<file path="src/rtl/nxm_fir_pkg.sv">
// Shared constants for the time-multiplexed FIR: default geometry, coefficient ROM, width helpers.
// Coefficients are signed Q1.15; entry k sits at bits [k*16 +: 16].
package nxm_fir_pkg;

   localparam int N_DEF     = 3;
   localparam int M_DEF     = 2;
   localparam int IN_I_DEF  = 2;
   localparam int IN_F_DEF  = 10;
   localparam int H_I_DEF   = 1;
   localparam int H_F_DEF   = 15;
   localparam int OUT_I_DEF = 2;
   localparam int OUT_F_DEF = 10;
   localparam int NCOEF     = 64;

   localparam logic [NCOEF*16-1:0] COEFFS = {
      {58{16'h0000}},
      16'h0400, 16'hC000, 16'h0800, 16'h1000, 16'h2000, 16'h4000
   };

   // Full-precision product plus enough headroom to sum every tap without overflow.
   function automatic int acc_w(input int in_w, input int h_w, input int taps);
      return in_w + h_w + $clog2(taps);
   endfunction

   function automatic int srl_segs(input int m);
      return (m + 15) / 16;
   endfunction

endpackage

</file>
<file path="src/rtl/nxm_fir_lane.sv">
// One MAC lane: M-deep addressable sample shift register, coefficient select and multiplier.
// Product is combinational from the addressed sample; the oldest sample cascades to the next lane.
module nxm_fir_lane
   import nxm_fir_pkg::*;
#(
   parameter int LANE = 0,
   parameter int M    = M_DEF,
   parameter int IW   = IN_I_DEF + IN_F_DEF,
   parameter int HW   = H_I_DEF + H_F_DEF,
   parameter int NSRL = srl_segs(M),
   parameter int LML  = $clog2(NSRL) + 4,
   parameter logic [NCOEF*HW-1:0] ROM = nxm_fir_pkg::COEFFS
) (
   input  logic                  clk,
   input  logic                  rst_n,
   input  logic                  shift,
   input  logic signed [IW-1:0]  din,
   input  logic [LML-1:0]        addr,
   output logic signed [IW+HW-1:0] prod,
   output logic signed [IW-1:0]  cascade
);

   localparam int DEPTH = 16 * NSRL;
   localparam int PW    = IW + HW;

   logic signed [IW-1:0] sr [DEPTH];
   logic [LML-1:0]       sel;
   logic signed [HW-1:0] coef;

   always_ff @(posedge clk) begin
      if (!rst_n) begin
         for (int k = 0; k < DEPTH; k++) sr[k] <= '0;
      end else if (shift) begin
         sr[0] <= din;
         for (int k = 1; k < DEPTH; k++) sr[k] <= sr[k-1];
      end
   end

   // Clamp the address so an idle count never walks past this lane's slice of the ROM.
   always_comb begin
      sel  = (int'(addr) < M) ? addr : '0;
      coef = ROM[(LANE*M + int'(sel))*HW +: HW];
   end

   assign prod    = PW'(sr[sel]) * PW'(coef);
   assign cascade = sr[M-1];

endmodule

</file>
<file path="src/rtl/nxm_fir.sv">
// N-lane time-multiplexed FIR with N*M taps; each start accepts one sample.
// Output is written M enabled cycles after the start and held until the next completion.
module nxm_fir
   import nxm_fir_pkg::*;
#(
   parameter int N     = N_DEF,
   parameter int M     = M_DEF,
   parameter int IN_I  = IN_I_DEF,
   parameter int IN_F  = IN_F_DEF,
   parameter int H_I   = H_I_DEF,
   parameter int H_F   = H_F_DEF,
   parameter int OUT_I = OUT_I_DEF,
   parameter int OUT_F = OUT_F_DEF,
   parameter int NSRL  = srl_segs(M),
   parameter int LML   = $clog2(NSRL) + 4,
   parameter logic [NCOEF*(H_I+H_F)-1:0] ROM = nxm_fir_pkg::COEFFS
) (
   input  logic                          CLK,
   input  logic                          RST,
   input  logic                          EN,
   input  logic                          start,
   input  logic signed [IN_I+IN_F-1:0]   in,
   output logic signed [OUT_I+OUT_F-1:0] out
);

   localparam int IW = IN_I + IN_F;
   localparam int HW = H_I + H_F;
   localparam int OW = OUT_I + OUT_F;
   localparam int PW = IW + HW;
   localparam int AW = acc_w(IW, HW, N*M);
   localparam int SH = IN_F + H_F - OUT_F;
   localparam int TW = AW - SH;
   localparam int CW = LML + 1;

   logic [CW-1:0]        count;
   logic                 busy;
   logic                 shift;
   logic signed [AW-1:0] acc;
   logic signed [AW-1:0] sum;
   logic signed [PW-1:0] prod    [N];
   logic signed [IW-1:0] casc    [N];
   logic signed [IW-1:0] lane_in [N];
   logic signed [TW-1:0] trunc;
   logic [TW-OW:0]       hi;
   logic [OW-1:0]        sat;

   assign shift = EN & start;

   for (genvar i = 0; i < N; i++) begin : g_lane
      if (i == 0) begin : g_head
         assign lane_in[i] = in;
      end else begin : g_chain
         assign lane_in[i] = casc[i-1];
      end

      nxm_fir_lane #(
         .LANE(i), .M(M), .IW(IW), .HW(HW), .NSRL(NSRL), .LML(LML), .ROM(ROM)
      ) u_lane (
         .clk    (CLK),
         .rst_n  (RST),
         .shift  (shift),
         .din    (lane_in[i]),
         .addr   (count[LML-1:0]),
         .prod   (prod[i]),
         .cascade(casc[i])
      );
   end

   always_comb begin
      sum = acc;
      for (int i = 0; i < N; i++) sum = sum + AW'(prod[i]);
   end

   // Dropping the low SH bits is an arithmetic shift (floor); saturate when the
   // bits above the output sign are not all copies of it.
   always_comb begin
      trunc = sum[AW-1:SH];
      hi    = trunc[TW-1:OW-1];
      if ((&hi) | ~(|hi)) sat = trunc[OW-1:0];
      else                sat = {trunc[TW-1], {(OW-1){~trunc[TW-1]}}};
   end

   always_ff @(posedge CLK) begin
      if (!RST) begin
         count <= '0;
         busy  <= 1'b0;
         acc   <= '0;
         out   <= '0;
      end else if (EN) begin
         if (start) begin
            acc   <= '0;
            count <= '0;
            busy  <= 1'b1;
         end else if (busy) begin
            acc <= sum;
            if (count == CW'(M-1)) begin
               out   <= sat;
               busy  <= 1'b0;
               count <= CW'(M);
            end else begin
               count <= count + 1'b1;
            end
         end
      end
   end

endmodule

</file>
<file path="config.mk">
export PLATFORM = sky130hd
export DESIGN_NAME = nxm_fir
export DESIGN_NICKNAME = d
export VERILOG_FILES = /design/src/rtl/nxm_fir_pkg.sv /design/src/rtl/nxm_fir_lane.sv /design/src/rtl/nxm_fir.sv
export SDC_FILE = /design/constraint.sdc
export NUM_CORES = 1
export LEC_CHECK = 0
export ABC_CLOCK_PERIOD_IN_PS = 9400
export CORE_MARGIN = 3
export CORE_UTILIZATION = 35
export CTS_CLUSTER_SIZE = 28
export DETAILED_ROUTE_END_ITERATION = 10
export PLACE_DENSITY = 0.61
export SYNTH_ARGS = -nofsm -noshare
export SYNTH_HDL_FRONTEND = slang
export SYNTH_SLANG_ARGS = --single-unit
</file>
<file path="constraint.sdc">
create_clock -name CLK -period 9.4 [get_ports CLK]
set_input_delay 1.88 -clock CLK [delete_from_list [all_inputs] [get_ports CLK]]
set_output_delay 1.88 -clock CLK [all_outputs]
set_load 0.02 [all_outputs]
</file>
======== After elaboration in Yosys (flattened, before gate mapping) ========
Memory sizes are Yosys's and may differ from the RTL's.
Cells that the tools add are included.
operators by class
  magnitude comparators ................... 1
  $mul .................................... 3
  shift operators ......................... 3
  eq/ne operators ......................... 1
  bitwise operators ....................... 53
  muxes and demuxes ....................... 62
  $add $sub $neg .......................... 6
  reductions and logical operators ........ 5
operators by type and width
  kind                         count
  $shiftx 1024x10->16 const A  2
  $shiftx 1024x9->16 const A   1
  $mux 12                      49
  $add 31x28->31               3
  $mul 12x16->28               3
  $mux 31                      2
  $or 1x1->1                   49
  $mux 5                       3
  $mux 1                       7
  $add 2x4->5 const A          1
  $add 3x4->5 const A          1
  $add 5x1->5 const B          1
  $eq 5x1->1 const B           1
  $reduce_and 5->1             1
  $reduce_or 5->1              1
  $lt 4x2->1 const B           1
  $mux 4                       1
  $reduce_and 4->1             1
  $not 1->1                    3
  $reduce_and 2->1             1
  $reduce_bool 2->1            1
  $and 1x1->1                  1
word-level totals
  output and inout port bits .............. 12
  logic and storage cells ................. 141
  memory bits (writable) .................. 576
  bits of input ports ..................... 16
  memories kept ........................... 3
  flip-flop bits (word level) ............. 49
memory list
  memory               depth  width  read ports  clocked after Yosys merged registers in  write ports  line                RTL
  g_lane[0].u_lane.sr  16     12     16          0                                        16           nxm_fir_lane.sv:26  logic signed [IW-1:0] sr [DEPTH];
  g_lane[1].u_lane.sr  16     12     16          0                                        16           nxm_fir_lane.sv:26
  g_lane[2].u_lane.sr  16     12     16          0                                        16           nxm_fir_lane.sv:26

======== Depth between registers and ports, before layout ========
Gate-level depths: netlist of run 1.
  depth after elaboration ................. 11
  mapped depth ............................ 32
  depth with buffers taken out ............ 29

======== Modules after synthesis ========
From an unflattened synthesis of run 1, not the netlist that was laid out.
unflattened totals
  cells, all modules ...................... 1896
  area, all modules ....................... 17864.6 um^2
by module, submodules not included
  module                            seq. area each (um^2)  cells an instance  instances  area each (um^2)
  nxm_fir                           980.9                  708                1          5745.5
  nxm_fir_lane at g_lane[0].u_lane  720.7                  431                1          4445.5
  nxm_fir_lane at g_lane[1].u_lane  720.7                  410                1          4197.8
  nxm_fir_lane at g_lane[2].u_lane  720.7                  347                1          3475.8

======== Worst setup path before layout of run 1 ========
Ideal clock, no wire load.
  kind .................................... flip-flop to flip-flop
  start point ............................. register count[2]
  end point ............................... register out[0]
  cell stages (with the launch flop) ...... 29
  required time ........................... 9278 ps
  buffers on the path ..................... 2
  clock period less this slack ............ 7598 ps
  setup time .............................. 122 ps
  path slack .............................. 1802 ps
  data arrival time ....................... 7477 ps
  cell sequence ........................... dfxtp_1 -> nor2_1 -> nand3_1 -> clkbuf_1 -> nand2_1 -> fa_1 -> inv_1 -> fa_1 -> fa_1 -> fa_1 -> inv_1 -> fa_1 -> inv_1 -> fa_1 -> fa_1 -> inv_1 -> fa_1 -> inv_1 -> ha_1 -> and4_4 -> a21oi_2 -> o21ai_1 -> a22o_1 -> a311o_1 -> xnor2_1 -> nand2_1 -> o41ai_4 -> buf_6 -> a21oi_2
between the ends
  word-level cells in the longest chain between the ends .. 11
  elaborated cells between the ends (all ways) .. 24
  classes of those cells .................. 5 x add/sub; 3 x mul; 1 x order compare; 1 x eq/ne; 3 x shift; 2 x mux; 3 x bitwise; 3 x reduce/logical; 3 x memory
ends and longest elaborated chain
  item                                                   line                                    RTL
  start: declaration                                     nxm_fir.sv:35                           logic [CW-1:0] count;
  start signal: assignment                               nxm_fir.sv:99                           count <= CW'(M);
  start signal: assignment                               nxm_fir.sv:101                          count <= count + 1'b1;
  $lt 4x2->1                                             nxm_fir_lane.sv:41                      sel = (int'(addr) < M) ? addr : '0;
  $mux 4                                                 nxm_fir_lane.sv:41
  $shiftx 1024x9->16, or another cell as far along       nxm_fir_lane.sv:42                      coef = ROM[(LANE*M + int'(sel))*HW +: HW];
  $mul 12x16->28 or $shiftx 1024x10->16 (tied branches)  nxm_fir_lane.sv:45, nxm_fir_lane.sv:42
  $add 31x28->31 or $mul 12x16->28 (tied branches)       nxm_fir.sv:71, nxm_fir_lane.sv:45
  $add 31x28->31 (2 in a row)                            nxm_fir.sv:71                           for (int i = 0; i < N; i++) sum = sum + AW'(prod[i]);
  $reduce_or 5->1                                        nxm_fir.sv:79                           if ((&hi) | ~(|hi)) sat = trunc[OW-1:0];
  $not 1->1                                              nxm_fir.sv:79
  $or 1x1->1                                             nxm_fir.sv:79
  $mux 12                                                nxm_fir.sv:79
  end signal: assignment                                 nxm_fir.sv:97                           out <= sat;
  end: declaration                                       nxm_fir.sv:23                           output logic signed [OUT_I+OUT_F-1:0] out
Several ways; a longest one is shown, not always the timed one.
A chain may end at the register's enable or synchronous reset.

======== Worst setup path in the final report of run 1 ========
  start point ............................. register count[2]
  end point ............................... register out[8]
The elaborated chain is that of the path after synthesis.

==> impl_results.md, run 1 <==
- Die area: 0.0445 sq mm
- Crit Path Class: flop to flop
- Syn. warnings: 0
- Postcts setup bufs: 0
- Number of distinct library cells after synthesis: 53
- Minimum clock period: 8.53 ns
- CTS H-tree depth: 3
- Post-synth ARST share: 0
- Clk root buf: clkbuf_16
- DIE HEIGHT: 211 microns
- WP data arrival: 8.78 ns
- Vias: 8776
- Max_cap viols: 0
- Setup Skew: 0.0162 ns
- Layout cells sized above 1: 0.0461
- RSZ-0062 raised after global routing: false
- CP endpoint kind: flop
- DRT Pass-1 Iters: 5
- Initial drt markers: 346
- Core Region: 0.0411 sq mm
- Largest net degree at the start of global routing: 73
- Outcome: finished clean
- CTS Hold Bufs: 0
- Yosys top cell area share: 0.410
- Fin. max-slew vios: 0
- GPL Wtd Cong: 0.846
- Period utilization: 0.908
- Cells after synthesis: 1353
- Dominant synthesized flop cell: edfxtp_1
- Critical Path Source Type: flop
- Setup violators final: 0
- Antenna violations before repair: 0
- FP Rows: 74
- Port Buffer Count: 27
- CP max FO: 14
- Area growth syn-to-layout: 10.3%
- Hold Path Class: flop to flop
- CTS max path bufs: 2
- Total grt overflow: 0
- Vias in the first global route: 9643
- Post-CTS resize count: 0
- Num CTS Buffers: 9
- All-Layer GR Usage: 0.140
- Sequential share of the synthesized area: 0.200
- Clock-pin slew on the worst setup and hold paths: 0.08 ns
- Avg Cell Area, Syn: 10.9 sq um
- Flops & latches, synth: 111
- Top cells by area, synth: fa_1, edfxtp_1, ha_1
- Die Wd: 211 microns
- Initial core utilization: 0.357
- Fin nets: 1898
- FMAX: 0.117 GHz
- TNS Setup: 0 ns
- Wire length per cell: 14.5 microns
- Vias/cell: 4.42
- Synthesized area: 0.0147 sq mm
- Critical Path RT: 9.65 ns
- ANT cells: 0
- Register-to-Register Path Depth: 27
- Detailed placement HPWL: 24300 microns
- Clock latency on the worst-skew pair: 0.37 ns
- Hold Path Stages: 2
- Drt drc: 0
- Total Wirelength: 28800 microns
- Fin. Hold Viols: 0
- Clk sinks: 111
- Fin cells: 1985
- Worst slew pin tran: 1.09 ns
- EDFF count, synth: 72
- I/O pins: 28
- Worst relative slew slack: 0.272
- CTS tree: done
- ANT nets after route: 0
- Dominant cell type by area after synthesis: fa_1
- First-pass GRT wire length: 49500 microns
- Cells after DPL: 1969
[cell usage after synthesis (5+ instances only)]
master    count
nor3_1        6
fa_1        301
and2_1      129
nor2_1       12
o21ai_0      24
xor2_1        7
a21oi_1      11
xnor2_1      22
a22oi_1      17
ha_1        133
a21o_1        6
dfxtp_1      39
a21oi_2      14
edfxtp_1     72
and3_1        5
nor2b_1      24
o21ai_1      15
or2_2        11
nand2_1      43
inv_1       375
clkbuf_1     37
a31oi_1       5
[placed cells by master, fill, tap and decap left out, types with 4 or more instances in the layout]
cell | synthesis | routed
a21o_1 | 6 | 6
a21oi_1 | 11 | 11
a21oi_2 | 14 | 14
a22oi_1 | 17 | 17
a31oi_1 | 5 | 5
and2_1 | 129 | 129
and3_1 | 5 | 4
buf_4 | 2 | 13
clkbuf_16 | 0 | 10
clkdlybuf4s50_1 | 0 | 27
conb_1 | 2 | 88
dfxtp_1 | 39 | 39
edfxtp_1 | 72 | 72
fa_1 | 301 | 301
ha_1 | 133 | 133
inv_1 | 375 | 375
nand2_1 | 43 | 42
nand2b_1 | 4 | 4
nand3_1 | 4 | 4
nor2_1 | 12 | 11
nor2b_1 | 24 | 24
nor3_1 | 6 | 6
o21a_1 | 4 | 4
o21ai_0 | 24 | 24
o21ai_1 | 15 | 14
or2_2 | 11 | 11
xnor2_1 | 22 | 22
xor2_1 | 7 | 7
[area by class of cell]
class                           count  area, sq um
Fill cell                        4050        24900
Tap cell                          532          666
Clock buffer                       11          264
Sequential cell                   111         2940
Multi-Input combinational cell    911        10500
Timing Repair Buffer               40          368
Clock inverter                      5         50.0
Inverter                          375         1410
[through the flow]
step	hold slack (ns)	instance area, sq um	util	worst slack (ns)
after detailed placement	0.471	15900	0.387	0.883
final	0.476	16200	0.394	0.869
after floorplan	0.444	15000	-	1.80
after global routing	0.497	16200	0.394	0.282
after global placement	0.465	15900	0.387	1.16
after CTS	0.482	16200	0.394	0.834
[flip-flops by register name, summed over array words and instances, names as in the netlist]
signal and flops:
count 5, out 12, acc 21, busy 1
g_lane.u_lane.sr 72
[critical path, stage by stage (launching register included)]
cell,delay (ns)
dfxtp_1,0.38
nor2_1,0.15
nand3_1,0.52
and2_1,0.50
or2_2,0.32
fa_1,0.48
inv_1,0.05
fa_1,0.49
inv_1,0.05
fa_1,0.51
fa_1,0.44
fa_1,0.55
fa_1,0.44
fa_1,0.49
inv_1,0.05
fa_1,0.47
inv_1,0.04
ha_1,0.34
a21o_1,0.23
a2111oi_0,0.43
o21ai_1,0.13
a31oi_1,0.25
o21ai_1,0.13
xnor2_1,0.27
nand2_2,0.23
o41ai_4,0.11
buf_4,0.26
a21oi_1,0.09
[per-layer routing]
layer	part of all wire	track usage	vias to the layer above
li1	-	-	4154
met2	0.52	0.248	73
met5	0	0	-
met4	0.011	0.0247	0
met1	0.44	0.187	4532
met3	0.025	0.0190	17
[cell families after synthesis]
family / count (synthesis) / synth area share
adders and majority gates: 434 / 0.523
buffers and inverters: 417 / 0.108
and+or+nand+nor: 248 / 0.0971
DFF: 111 / 0.200
AOI/OAI and AO/OA: 110 / 0.0523
xor gates and xnor gates: 30 / 0.0184
other: 2 / 0.000511
muxes: 1 / 0.000681
[final timing paths]
kind	slack [ns]	to	startpoint
max	0.87	out[8]	count[2]
min	0.48	out[11]	out[11]
max reg2reg	0.87	out[8]	count[2]
min reg2reg	0.48	out[11]	out[11]
Power of run 1 is left out: the tool's default activity adds up to more than one toggle a clock period on the data nets, which glitch-free logic cannot reach.
==> inputs of run 2 (changes only) <==
--- a/config.mk
+++ b/config.mk
@@ -10,7 +10,7 @@
 export CORE_UTILIZATION = 35
 export CTS_CLUSTER_SIZE = 28
 export DETAILED_ROUTE_END_ITERATION = 10
-export PLACE_DENSITY = 0.61
+export PLACE_DENSITY_LB_ADDON = 0.3
 export SYNTH_ARGS = -nofsm -noshare
 export SYNTH_HDL_FRONTEND = slang
 export SYNTH_SLANG_ARGS = --single-unit
==> impl_results.md, run 2 (synthesized netlist as in run 1, its figures left out) <==
- Top flop regs: g_lane.u_lane.sr: 72 flops, acc: 21 flops, out: 12 flops
- CP endpoint kind: flop
- TNS Setup: 0 ns (unchanged)
- Commonest non-fill, non-tap cell in the layout: inv_1
- GPL Wtd Cong: 0.817 (-3.5%)
- CTS max path bufs: 2 (unchanged)
- Minimum clock period: 8.73 ns (+0.201 ns)
- Total Wirelength: 29400 microns (+2.0%)
- RSZ-0062 raised after global routing: false
- Setup violators final: 0 (unchanged)
- Port Buffer Count: 27 (unchanged)
- DRT Pass-1 Iters: 4 (-1)
- Cells after DPL: 1968 (-0.051%)
- Most frequent cells in the layout: inv_1, fa_1, ha_1, and2_1, conb_1
- Wire length per cell: 14.8 microns (+2.1%)
- Num CTS Buffers: 9 (unchanged)
- Antenna violations before repair: 0 (unchanged)
- Hold Path Class: flop to flop
- Outcome: finished clean
- Largest register FFs: 72 (unchanged)
- Worst relative slew slack: 0.283 (+0.0110)
- Layout cells sized above 1: 0.0441 (-0.00203)
- Worst slew pin tran: 1.08 ns (-0.0164 ns)
- Area growth syn-to-layout: 10.4%
- Largest net degree at the start of global routing: 73 (unchanged)
- Fin nets: 1897 (-0.053%)
- Die Wd: 211 microns (unchanged)
- Initial core utilization: 0.357 (unchanged)
- WP data arrival: 8.96 ns (+0.18 ns)
- Period utilization: 0.929 (+0.0214)
- Die area: 0.0445 sq mm (unchanged)
- I/O pins: 28 (unchanged)
- CTS Hold Bufs: 0 (unchanged)
- All-Layer GR Usage: 0.142 (+0.00201)
- Drt drc: 0 (unchanged)
- Vias in the first global route: 9488 (-1.6%)
- Detailed placement HPWL: 25100 microns (+3.1%)
- R2r setup slk: 0.67 ns (-0.20 ns)
- Crit Path Class: flop to flop
- Post-CTS resize count: 0 (unchanged)
- CTS H-tree depth: 3 (unchanged)
- Fill count: 4121 (+1.8%)
- DIE HEIGHT: 211 microns (unchanged)
- Clock-pin slew on the worst setup and hold paths: 0.08 ns (about the same)
- Worst path slowest cell: o41ai_4
- CTS tree: done
- First-pass GRT wire length: 49100 microns (-0.74%)
- FP Rows: 74 (unchanged)
- Vias: 8696 (-0.91%)
- FMAX: 0.115 GHz (-2.3%)
- Postcts setup bufs: 0 (unchanged)
- Setup Skew: 0.0175 ns (+0.00125 ns)
- CP max stage delay: 0.85 ns (+0.30 ns)
- Fin. Hold Viols: 0 (unchanged)
- Fin cells: 1984 (-0.050%)
- Core Region: 0.0411 sq mm (unchanged)
- Crit path top cell by count: fa_1
- Clk root buf: clkbuf_16
- Top reg by flops: g_lane.u_lane.sr
- Vias/cell: 4.38 (-0.86%)
- ANT nets after route: 0 (unchanged)
- ANT cells: 0 (unchanged)
- Initial drt markers: 381 (+10%)
- Fin. max-slew vios: 0 (unchanged)
- Critical Path Source Type: flop
- Max_cap viols: 0 (unchanged)
- CP max FO: 15 (+1)
- Total grt overflow: 0 (unchanged)
- Clock latency on the worst-skew pair: 0.38 ns (about the same)
- Critical Path RT: 9.63 ns (-0.02 ns)
- Hold slack: 0.475 ns (-0.00161 ns)
- Clk sinks: 111 (unchanged)
-- run 2: cell type report --
cell class | count | area [sq um] | area share
Clock inverter | 5 | 106 | 0.00655
Inverter | 375 | 1410 | 0.0868
Clock buffer | 11 | 233 | 0.0143
Sequential cell | 111 | 2940 | 0.181
Multi-Input combinational cell | 911 | 10500 | 0.648
Timing Repair Buffer | 39 | 360 | 0.0222
Tap cell | 532 | 666 | 0.0410
-- run 2: final timing paths --
check | from | endpoint | depth (start not counted)
min | out[11] | out[11] | 2
min reg2reg | out[11] | out[11] | 2
max reg2reg | count[2] | out[8] | 25
max | count[2] | out[8] | 25
-- run 2: metal layers --
| layer | vias up | global-route usage | share of wire |
|---|---|---|---|
| li1 | 4141 | - | - |
| met1 | 4456 | 0.185 | 0.43 |
| met2 | 72 | 0.254 | 0.53 |
| met3 | 27 | 0.0175 | 0.021 |
| met4 | 0 | 0.0342 | 0.016 |
| met5 | - | 0 | 0 |
-- run 2: critical path: cells and delay by family (launching register included) --
family / cells / cell delay [ns]
adders and majority gates: 9 / 4.15
AOI/OAI and AO/OA: 6 / 2.16
and+or+nand+nor: 4 / 1.11
buffers and inverters: 5 / 0.48
DFF: 1 / 0.44
xor gates and xnor gates: 1 / 0.25
-- run 2: through the flow --
stage,setup slack [ns],util,cell area [sq um]
2_1_floorplan,1.80,-,15000
3_3_place_gp,0.782,0.386,15900
3_5_place_dp,0.661,0.386,15900
4_1_cts,0.637,0.395,16200
5_1_grt,0.135,0.395,16200
6_report,0.668,0.395,16200
Power of run 2 is left out for the same reason.
